`src/rtl/mmio_uart_tx_if.sv`:
```
// Bundle of the MMIO words and serial line between the core and the UART transmitter.
// The master side is the core (drives the command word), the slave side is the transmitter.
`timescale 1ns/1ps

interface mmio_uart_tx_if;
   logic [31:0] mmioCommand;
   logic [31:0] mmioStatus;
   logic        txd;

   modport master (
      output mmioCommand,
      input  mmioStatus,
      input  txd
   );

   modport slave (
      input  mmioCommand,
      output mmioStatus,
      output txd
   );
endinterface

```
`src/rtl/mmio_uart_tx.sv`:
```
// Software-driven 8N1 serial transmitter.
// Software writes a byte plus a flipped toggle bit into the command word; the byte is queued in
// a small circular FIFO and shifted out LSB first. A registered status word reports queue state,
// an ack toggle that mirrors the last seen request, and a sticky overflow flag.
`timescale 1ns/1ps

module mmio_uart_tx #(
   parameter int BAUD_DIVISOR = 434,
   parameter int FIFO_DEPTH   = 4
) (
   input  logic        clock,
   input  logic        reset,
   mmio_uart_tx_if.slave bus
);

   localparam int PtrWidth   = $clog2(FIFO_DEPTH);
   localparam int CountWidth = PtrWidth + 1;
   localparam logic [15:0] BaudReload = 16'(BAUD_DIVISOR - 1);
   localparam logic [CountWidth-1:0] FullCount = CountWidth'(FIFO_DEPTH);

   typedef enum logic [1:0] {
      IDLE,
      START,
      DATA,
      STOP
   } txState_t;

   txState_t state, stateNext;

   logic [7:0]  commandData;
   logic        sendToggle;
   logic        clearOverflow;
   logic        unusedCommandBits;

   logic [15:0] baudCount, baudNext;
   logic [2:0]  bitIndex, bitIndexNext;
   logic [7:0]  shiftReg, shiftNext;
   logic        txdReg, txdNext;
   logic        bitEnd;
   logic        pop;

   logic [7:0]            fifoMem [FIFO_DEPTH];
   logic [PtrWidth-1:0]   wrPtr, rdPtr;
   logic [CountWidth-1:0] count;
   logic                  fifoEmpty, fifoFull;

   logic        prevToggle;
   logic        ackToggle;
   logic        overflow;
   logic        req;
   logic        push;
   logic        busy;
   logic [31:0] statusReg;

   assign commandData       = bus.mmioCommand[7:0];
   assign sendToggle        = bus.mmioCommand[8];
   assign clearOverflow     = bus.mmioCommand[9];
   assign unusedCommandBits = ^bus.mmioCommand[31:10];

   assign req       = (sendToggle != prevToggle);
   assign fifoEmpty = (count == '0);
   assign fifoFull  = (count == FullCount);
   assign bitEnd    = (baudCount == 16'd0);
   assign push      = req && (!fifoFull || pop);
   assign busy      = (state != IDLE) || !fifoEmpty;

   assign bus.txd        = txdReg;
   assign bus.mmioStatus = statusReg;

   // Frame sequencer: decides the next bit state, reloads the baud counter and pops the FIFO
   // only from IDLE or at the very end of the stop bit so frames can run back to back.
   always_comb begin
      stateNext    = state;
      baudNext     = bitEnd ? BaudReload : (baudCount - 16'd1);
      bitIndexNext = bitIndex;
      shiftNext    = shiftReg;
      pop          = 1'b0;
      case (state)
         IDLE: begin
            baudNext = BaudReload;
            if (!fifoEmpty) begin
               pop       = 1'b1;
               shiftNext = fifoMem[rdPtr];
               stateNext = START;
            end
         end
         START: begin
            if (bitEnd) begin
               stateNext    = DATA;
               bitIndexNext = 3'd0;
            end
         end
         DATA: begin
            if (bitEnd) begin
               shiftNext = {1'b0, shiftReg[7:1]};
               if (bitIndex == 3'd7) begin
                  stateNext = STOP;
               end else begin
                  bitIndexNext = bitIndex + 3'd1;
               end
            end
         end
         STOP: begin
            if (bitEnd) begin
               if (!fifoEmpty) begin
                  pop       = 1'b1;
                  shiftNext = fifoMem[rdPtr];
                  stateNext = START;
               end else begin
                  stateNext = IDLE;
               end
            end
         end
         default: begin
            stateNext = IDLE;
         end
      endcase

      case (stateNext)
         START:   txdNext = 1'b0;
         DATA:    txdNext = shiftNext[0];
         default: txdNext = 1'b1;
      endcase
   end

   // Sequencer registers; txd is taken from its own flop so the line never glitches,
   // and a reset mid-frame drives the line high immediately.
   always_ff @(posedge clock) begin
      if (reset) begin
         state     <= IDLE;
         baudCount <= BaudReload;
         bitIndex  <= 3'd0;
         shiftReg  <= 8'd0;
         txdReg    <= 1'b1;
      end else begin
         state     <= stateNext;
         baudCount <= baudNext;
         bitIndex  <= bitIndexNext;
         shiftReg  <= shiftNext;
         txdReg    <= txdNext;
      end
   end

   // FIFO bookkeeping; a push that lands in the same cycle as a pop takes the freed slot.
   always_ff @(posedge clock) begin
      if (reset) begin
         wrPtr <= '0;
         rdPtr <= '0;
         count <= '0;
      end else begin
         if (push) begin
            wrPtr <= wrPtr + PtrWidth'(1);
         end
         if (pop) begin
            rdPtr <= rdPtr + PtrWidth'(1);
         end
         case ({push, pop})
            2'b10:   count <= count + CountWidth'(1);
            2'b01:   count <= count - CountWidth'(1);
            default: count <= count;
         endcase
      end
   end

   // FIFO storage; only accepted pushes write, so a dropped byte never touches stored entries.
   always_ff @(posedge clock) begin
      if (push) begin
         fifoMem[wrPtr] <= commandData;
      end
   end

   // Request edge detection, ack mirroring and the sticky overflow flag (a set beats a clear).
   // Reset samples the current toggle so a toggle already set during reset never sends.
   always_ff @(posedge clock) begin
      if (reset) begin
         prevToggle <= sendToggle;
         ackToggle  <= sendToggle;
         overflow   <= 1'b0;
      end else begin
         prevToggle <= sendToggle;
         if (req) begin
            ackToggle <= sendToggle;
         end
         if (req && !push) begin
            overflow <= 1'b1;
         end else if (clearOverflow) begin
            overflow <= 1'b0;
         end
      end
   end

   // Registered status word for software polling, one cycle behind the state it reports.
   always_ff @(posedge clock) begin
      if (reset) begin
         statusReg <= {22'd0, 1'b0, sendToggle, 5'd0, 1'b1, 1'b0, 1'b0};
      end else begin
         statusReg <= {22'd0, overflow, ackToggle, 5'(count), fifoEmpty, fifoFull, busy};
      end
   end

endmodule
```
`src/flat_wrapper.sv`:
```
// flat-port wrapper written by rule: the top's interface ports become plain ports
module mmio_uart_tx_flat 
#(
   parameter int BAUD_DIVISOR = 434,
   parameter int FIFO_DEPTH   = 4
)
  (clock, reset, bus_mmioCommand, bus_mmioStatus, bus_txd);
  mmio_uart_tx_if bus_i ();
  input  logic clock;
  input  logic reset;
  input wire logic [$bits(bus_i.mmioCommand)-1:0] bus_mmioCommand;
  output wire logic [$bits(bus_i.mmioStatus)-1:0] bus_mmioStatus;
  output wire logic [$bits(bus_i.txd)-1:0] bus_txd;
  assign bus_i.mmioCommand = bus_mmioCommand;
  assign bus_mmioStatus = bus_i.mmioStatus;
  assign bus_txd = bus_i.txd;
  mmio_uart_tx #(.BAUD_DIVISOR(BAUD_DIVISOR), .FIFO_DEPTH(FIFO_DEPTH)) u_core (.clock(clock), .reset(reset), .bus(bus_i));
endmodule
```
`config.mk`:
```
export PLATFORM = sky130hd
export DESIGN_NAME = mmio_uart_tx_flat
export DESIGN_NICKNAME = d
export VERILOG_FILES = /design/src/rtl/mmio_uart_tx_if.sv /design/src/rtl/mmio_uart_tx.sv /design/src/flat_wrapper.sv
export SDC_FILE = /design/constraint.sdc
export NUM_CORES = 1
export LEC_CHECK = 0
export CAP_MARGIN = 10
export CELL_PAD_IN_SITES_DETAIL_PLACEMENT = 2
export CELL_PAD_IN_SITES_GLOBAL_PLACEMENT = 2
export CORE_ASPECT_RATIO = 0.7
export CORE_MARGIN = 10
export CORE_UTILIZATION = 27
export DETAILED_ROUTE_END_ITERATION = 7
export PLACE_DENSITY_LB_ADDON = 0.1
export SKIP_CTS_REPAIR_TIMING = 1
export SYNTH_ARGS = -nofsm -noshare
export SYNTH_HDL_FRONTEND = slang
export SYNTH_SLANG_ARGS = --single-unit
```
`constraint.sdc`:
```
create_clock -name clock -period 3.2 [get_ports clock]
set_clock_uncertainty 0.1 [all_clocks]
set_input_delay 0.48 -clock clock [delete_from_list [all_inputs] [get_ports clock]]
set_output_delay 0.48 -clock clock [all_outputs]
set_load 0.02 [all_outputs]
```
==> results_dict.tcl <==
set metrics [dict create \
    synthCells 348 \
    fin_crit_sh 0.890 \
    syn-cell-area_sq_mm 0.00376 \
    ys_ff_latch 82 \
    min_period_ns 2.85 \
    seq_area_frac_synth 0.524 \
    final_area_sq_mm 0.00458 \
    gp_congestion 0.742 \
    cp_top_family "simple AND/OR/NAND/NOR gates" \
    cp_slowest_cell "or4b_4" \
    power_density_mw_per_mm2 773 \
    drv_slew 0 \
    drc 0 \
    rows 35 \
    grt_antenna_before_repair 0 \
    start_kind "flip-flop" \
    setup_ws_ns 0.351 \
    synth_compound_area_frac 0.0824 \
    rsz0062_at_grt "no" \
    wirelength_mm 9.40 \
    die_y_microns 119 \
    synth_fa_ha_area_frac 0.0485 \
    yosysUniqueCellTypes 49 \
    power_frac_seq 0.384 \
    cp_max_fo 4 \
    tightest_slew_ns 0.652 \
    maxCapViolations 0 \
    critPathBufInv 2 \
    grt_pass1_vias 2789 \
    track_usage 0.101 \
    status "finished clean" \
    synth-simple-area-share 0.162 \
    clkPwrFrac 0.339 \
    yosys_warnings 0 \
    antenna_left 0 \
    dp.cells 555 \
    clock_latency_ns 0.34 \
    tns_ns 0 \
    synthXorXnorAreaFrac 0.0396 \
    cts.clk_slew.worst_paths_ns 0.06 \
    setup_viol 0 \
    vias 2565 \
    antenna_cells 0 \
    drtIter0Drc 98 \
    ir_drop_uv 259 \
    switchingPower_mw 1.11 \
    switching_share 0.313 \
    port_buffers 20 \
    grt_max_degree 16 \
    numCtsBuffers 9 \
    achievable-frequency_mhz 351 \
    dieWidth_microns 161 \
    grt_overflow 0 \
    hold_violations 0 \
    leakage_nw 1.63 \
    routedWlPerCell_microns 16.5 \
    dp_hpwl_mm 6.93 \
    synth_edf_count 33 \
    drive_gt1_frac 0.135 \
    slew_headroom 0.562 \
    path_cells "inv_1, ha_1, or4b_4, nor4_4, o21bai_1, nor3_2, inv_1, fa_1, nand2b_1, a21oi_1, a31oi_1, a31oi_1" \
    fin_nets 429 \
    hold_class "flip-flop to flip-flop" \
    coreArea_sq_mm 0.0134 \
    synthToLayoutAreaGrowth_pct 21.6 \
    crit_type "flip-flop to flip-flop" \
    arrival_ns 3.02 \
    combinationalPowerShare 0.277 \
    floorplan.initialDensity 0.281 \
    synth.avg_cell_area_sq_um 10.8 \
    muxShareOfSynthArea 0.0678 \
    final_cells 571 \
    dp_slack_ns 0.0725 \
    cts_root_buffer "clkbuf_16" \
    grt_pass1_wl_mm 15.5 \
    synthArstFlopShare 0 \
    holdWs_ns 0.325 \
    synthFlopType "dfxtp_1" \
    cp.required_ns 3.37 \
    cts.path.max_buffers 2 \
    io_pins 67 \
    avgViaCountPerCell 4.49 \
    max_stage_delay_ns 0.52 \
    end_kind "flip-flop" \
    p_int_mw 2.43 \
    firstDrtPassIters 4 \
    synth_top_family_by_area "simple AND/OR/NAND/NOR gates" \
    cts_tree "built" \
    cts_num_sinks 82 \
    htreeDepth 3 \
    place_area_sq_mm 0.00422 \
    dieArea_sq_mm 0.0191 \
]
[synth_stat cells (all sizes together) (3+ instances only)]
library cell,number,share of area
or4b,3,0.0080
mux2i,3,0.0080
nand2,34,0.034
ha,13,0.043
buf,28,0.055
nand2b,4,0.0066
nor4,6,0.016
xor2,7,0.016
o21ai,12,0.016
nor3,8,0.011
mux4,8,0.048
a31oi,5,0.0083
or3,6,0.010
nor2,39,0.039
inv,10,0.010
mux2,4,0.012
and2,7,0.012
xnor2,10,0.023
a21oi,17,0.023
edfxtp,33,0.26
dfxtp,49,0.26
a22oi,3,0.0060
nor2b,4,0.0066
or4,3,0.0070
clkbuf,10,0.010
[cells in the final DEF, fill, tap and decap left out, types with 3 or more instances in the layout]
cell and count:
ha_1 13, mux4_2 8, bufinv_16 3, a22oi_1 3, nor3_1 7, xnor2_1 10
xor2_1 7, clkdlybuf4s50_1 20, buf_4 13, edfxtp_1 33, nor4_1 4, mux2_2 4
nand2b_1 4, inv_1 10, nand2_1 34, mux2i_1 3, a21oi_1 17, conb_1 24
a31oi_1 5, dfxtp_1 49, nor2_1 39, buf_12 4, nor2b_1 4, and2_1 5
or3_1 6, o21ai_0 12, clkbuf_16 9
[power groups by stage]
stage	Sequential (mW)	Clock [mW]	Combinational, mW
after global placement	1.38	0	0.971
after floorplan	1.36	0	0.641
after detailed placement	1.38	0	0.991
after CTS	1.36	1.24	0.996
final	1.36	1.20	0.981
after global routing	1.38	1.28	1.11
[final timing paths]
| check | end | from | cells after the start | slack, ns |
|---|---|---|---|---|
| max | u_core.count[2]$_SDFFE_PP0P_ | u_core.baudCount[0]$_SDFF_PP1_ | 12 | 0.35 |
| min | u_core.baudCount[0]$_SDFF_PP1_ | u_core.baudCount[0]$_SDFF_PP1_ | 1 | 0.33 |
| max reg2reg | u_core.count[2]$_SDFFE_PP0P_ | u_core.baudCount[0]$_SDFF_PP1_ | 12 | 0.35 |
| min reg2reg | u_core.baudCount[0]$_SDFF_PP1_ | u_core.baudCount[0]$_SDFF_PP1_ | 1 | 0.33 |
[stage by stage]
stage           util  power, mW
6_report       0.342       3.54
5_1_grt        0.342       3.78
3_3_place_gp   0.315       2.35
2_1_floorplan      -       2.00
4_1_cts        0.340       3.60
3_5_place_dp   0.315       2.37
[cell type report]
class	instances	area, sq um
Clock inverter	6	115
Multi-Input combinational cell	241	1610
Clock buffer	10	229
Fill cell	1455	8820
Timing Repair Buffer	37	378
Sequential cell	82	1970
Inverter	10	37.5
Tap cell	185	231
[flip-flops by register name, indices dropped and copies added, names as in the netlist, named ones only]
name and count:
u_core.overflow 1, u_core.bus.mmioStatus 8, u_core.wrPtr 2, u_core.prevToggle 1, u_core.rdPtr 2, u_core.state 2, u_core.count 3, u_core.ackToggle 1
u_core.fifoMem 32, u_core.baudCount 16, u_core.shiftReg 8, u_core.bus.txd 1, u_core.bitIndex 3
[cells by family (layout without fill, tap and decap cells)]
group / Yosys count / count (layout)
fa+ha+maj: 14 / 14
simple gates: 121 / 121
xor+xnor: 17 / 17
flops: 82 / 82
mux: 15 / 15
buf+inv: 48 / 63
compound gates: 50 / 50
other cells: 1 / 24
[worst register-to-register path, cell delays in order, from the launching register on]
cell and delay (ns):
dfxtp_1 0.34, inv_1 0.09, ha_1 0.17, or4b_4 0.52, nor4_4 0.25, o21bai_1 0.14, nor3_2 0.16, inv_1 0.08
fa_1 0.42, nand2b_1 0.17, a21oi_1 0.13, a31oi_1 0.06, a31oi_1 0.15
[routing by layer]
| layer | routed length (microns) | global-route usage |
|---|---|---|
| met1 | 5040 | 0.142 |
| met2 | 3800 | 0.141 |
| met3 | 408 | 0.0295 |
| met4 | 156 | 0.0374 |
| met5 | 0 | 0 |
No activity file was read; power rests on OpenSTA's default activity.
